**src/rtl/array_div_sequential.sv**
```systemverilog
// Sequential restoring divider: 2W-bit dividend / W-bit divisor -> 2W-bit quotient, W-bit remainder.
// Latency 2W cycles from the accepting edge; results and done appear just after edge k+2W.
// Backpressure: start is honoured only while ready=1; a start during busy is dropped, not queued.
module array_div_sequential #(
    parameter int W = 4
) (
    input  logic             clk,
    input  logic             rst_n,
    input  logic             start,
    input  logic [2*W-1:0]   dividend,
    input  logic [W-1:0]     divisor,
    output logic             ready,
    output logic             busy,
    output logic             done,
    output logic [2*W-1:0]   quotient,
    output logic [W-1:0]     remainder,
    output logic             dbz
);

    localparam int              CW   = (2 * W > 1) ? $clog2(2 * W) : 1;
    localparam logic [CW-1:0]   LAST = CW'(2 * W - 1);

    typedef enum logic {
        IDLE = 1'b0,
        RUN  = 1'b1
    } state_t;

    state_t           state;
    logic [CW-1:0]    cnt;
    logic [2*W-1:0]   dvd;
    logic [W-1:0]     dvs;
    logic [W:0]       pr;
    logic             dbz_w;

    logic [W:0]       pr_shift;
    logic [W:0]       pr_next;
    logic             qbit;
    logic [2*W-1:0]   dvd_next;

    // One restoring step: bring in the next dividend bit, subtract if it fits.
    always_comb begin
        pr_shift = {pr[W-1:0], dvd[2*W-1]};
        qbit     = (pr_shift >= {1'b0, dvs});
        pr_next  = qbit ? (pr_shift - {1'b0, dvs}) : pr_shift;
        dvd_next = {dvd[2*W-2:0], qbit};
    end

    assign busy  = (state == RUN);
    assign ready = ~busy;

    always_ff @(posedge clk or negedge rst_n) begin
        if (!rst_n) begin
            state     <= IDLE;
            cnt       <= '0;
            dvd       <= '0;
            dvs       <= '0;
            pr        <= '0;
            dbz_w     <= 1'b0;
            done      <= 1'b0;
            quotient  <= '0;
            remainder <= '0;
            dbz       <= 1'b0;
        end else begin
            done <= 1'b0;
            case (state)
                IDLE: begin
                    if (start) begin
                        dvd   <= dividend;
                        dvs   <= divisor;
                        pr    <= '0;
                        cnt   <= '0;
                        dbz_w <= (divisor == '0);
                        state <= RUN;
                    end
                end
                RUN: begin
                    pr  <= pr_next;
                    dvd <= dvd_next;
                    cnt <= cnt + 1'b1;
                    if (cnt == LAST) begin
                        // With a zero divisor every step "fits", so the quotient is
                        // naturally all ones; the remainder is forced to zero.
                        quotient  <= dvd_next;
                        remainder <= dbz_w ? '0 : pr_next[W-1:0];
                        dbz       <= dbz_w;
                        done      <= 1'b1;
                        state     <= IDLE;
                    end
                end
                default: state <= IDLE;
            endcase
        end
    end

endmodule
```
**config.mk**
```make
export PLATFORM = sky130hd
export DESIGN_NAME = array_div_sequential
export DESIGN_NICKNAME = d
export VERILOG_FILES = /design/src/rtl/array_div_sequential.sv
export SDC_FILE = /design/constraint.sdc
export NUM_CORES = 1
export LEC_CHECK = 0
export ABC_AREA = 1
export BUFFER_PORTS_ARGS = -buffer_cell sky130_fd_sc_hd__buf_2
export CAP_MARGIN = 10
export CORE_ASPECT_RATIO = 0.9
export CORE_MARGIN = 8
export CORE_UTILIZATION = 58
export DETAILED_ROUTE_END_ITERATION = 10
export GPL_TIMING_DRIVEN = 0
export PLACE_DENSITY = 0.83
export SKIP_LAST_GASP = 1
export SYNTH_ARGS = -nofsm -noshare
export SYNTH_HDL_FRONTEND = slang
export SYNTH_SLANG_ARGS = --single-unit
```
**constraint.sdc**
```tcl
create_clock -name clk -period 3.2 [get_ports clk]
set_input_delay 0.32 -clock clk [delete_from_list [all_inputs] [get_ports clk]]
set_output_delay 0.32 -clock clk [all_outputs]
set_load 0.005 [all_outputs]
```
==> qor.txt <==
outcome: completed
Seq cells post-synth: 35
Final Hold Fails: 0
final setup vio count: 0
grt ovf: 0
DR iter-0 viols: 96
Initial Util: 60.3%
Leakage: 1.07 nW
die width: 72.1 um
# clock sinks: 35
Post-Synthesis Net Count: 211
Die Area: 4790 um2
Clock Path Buffers: 2
Critical Path Start: dvd[7]
Post-DP HPWL: 2360 um
Area Growth Syn to Fin: 17.4%
Yosys Warn Count: 0
Setup CP Type: reg2reg
Slew Limit Fails: 0
antenna violations before repair: 0
Period minus WS final: 1.58 ns
CTS H-tree lvls: 2
max incr delay on CP: 0.39 ns
Setup WS pre-CTS: 1.64 ns
maxcap violations: 0
worst setup slack after layout: 1.62 ns
RSZ-0062 raised after global routing: false
Reg2Reg Setup Slack: 1.62 ns
r2r worst-path depth: 8
die height: 66.5 um
Syn Area/Cell: 8.69 um2
detailed-route wire length per cell: 11.9 um
CP Cell Sequence: inv_1, ha_1, inv_1, fa_1, xnor2_1, nand2_2, nand3_1, nand2_1
endpoint type of the worst setup path: register
setup TNS: 0 ns
cell area after layout: 1930 um2
Max FO, Critical Path: 2
Tcrit/Tclk final: 49.3%
worst-skew pair later-pin latency: 0.34 ns
Critical Path Most Common Cell: inv_1
Worst Path Required: 3.43 ns
post-CTS setup buffer count: 0
synthesized area: 1640 um2
sequential area share after synthesis: 53.3%
Power Dens Cells: 1140 nW/um2
CTS root buffer: clkbuf_4
worst slew pin tran: 0.750 ns
post-cts resize count: 0
# IOs: 31
I/O Buffers: 30
layout net count: 248
Fillers: 216
routed vias: 1315
worst vdd ir: 0.581 mV
worst reg2reg startpoint: dvd[7]
Total GRT Usage: 14.9%
CTS buffer count: 5
Detailed Route WL: 3180 um
first-pass GRT wire length: 5420 um
DR vias/cell: 4.93
Critical Path AT: 1.81 ns
drt pass-1 iters: 4
Post-route DRC: 0
Final Wtd Congestion: 0.762
row count: 18
Post-CTS Hold Buffers: 0
clock-pin slew on the worst setup and hold paths: 0.11 ns
Cells after Synth: 189
FMAX: 0.634 GHz
Tot Pwr: 2.20 mW
r2r endpoint: remainder[2]
antenna-violating nets left: 0
Area after DPL: 1840 um2
most frequent cells in the layout: 75 x nand2_1, 35 x dfrtp_1, 33 x buf_2
Relative slew margins: 50.0%
n_diodes: 0
Crit-path slowest cell: dfrtp_1
hold crit path type: in2async
share of cells above drive strength 1: 26.0%
clock skew: 0.0131 ns
CP startpoint kind: register
largest net degree at the start of global routing: 36
most common cell after layout, fill and taps aside: nand2_1
CTS tree: yes
Cell variety after synth: 21
vias in the first global route: 1244
CP endpoint: remainder[2]
CORE AREA: 2730 um2
[logic make-up after synthesis]
kind of cell | share of synthesized area, %
AO/OA/AOI/OAI | 3.12
XOR/XNOR | 0.533
adder cells (fa/ha/maj) | 5.79
buffers and inverters | 5.94
flip-flops | 53.3
AND/OR/NAND/NOR | 31.3
[worst min-delay path by stage]
stage,start,endpoint,slack [ns],cells after the start
2_1_floorplan,rst_n,busy,0.02,0
3_3_place_gp,rst_n,pr[2],0.44,1
3_5_place_dp,rst_n,pr[2],0.44,1
4_1_cts,rst_n,pr[0],0.05,1
5_1_grt,rst_n,remainder[1],0.1,1
6_report,rst_n,dvd[4],0.03,1
[layer usage]
layer	vias up	track usage, %	routed length (um)
li1	664	-	-
met1	616	18.5	1520
met2	30	22.2	1420
met3	5	5.55	197
met4	0	7.38	48
met5	-	0	0
[through the flow]
step / instances / hold WS [ns] / util (%)
finish: 267 / 0.0341 / 70.8
global route: 267 / 0.0952 / 70.8
CTS: 267 / 0.0527 / 70.8
detailed placement: 259 / 0.436 / 67.6
global placement: 259 / 0.438 / 67.6
floorplan: 189 / 0.0244 / -
[power breakdown]
part / internal, mW / switching [mW]
Sequential: 0.665 / 0.129
Clock: 0.185 / 0.148
Combinational: 0.446 / 0.626
[synth_stat cells, drive strengths merged]
library cell  count  share of area, %
nor2              7               2.7
nand3            22               6.7
clkinv            1              0.23
dfrtp            35                53
a21oi             2              0.84
inv              17               3.9
fa                1               1.2
buf               5               1.8
a22o              2               1.1
o21ai             4               1.2
ha                6               4.6
xnor2             1              0.53
nand2            85                22
nand4             1              0.38
[worst max-delay path: cells and delay by family (launching register included)]
family	cells	cell delay (ns)
buf+inv	2	0.15
simple gates	3	0.21
xor+xnor	1	0.19
fa+ha+maj	2	0.54
flops	1	0.39
[sequential cells by signal, summed over array words and instances, names as in the netlist]
signal / cells
dvd: 8
quotient: 8
dvs: 4
pr: 4
remainder: 4
cnt: 3
busy: 1
dbz: 1
dbz_w: 1
done: 1
[layout make-up]
class                      count  area [um2]  area share [%]
sequential                    35         876            45.4
multi-input combinational    131         669            34.7
timing repair buffer          30         150            7.78
inverter                      18        67.6            3.50
clock buffer                   6        51.3            2.66
tap                           40        50.0            2.59
clock inverter                 2        35.0            1.82
buffer                         5        30.0            1.56
(Power assumes the default switching activity.)
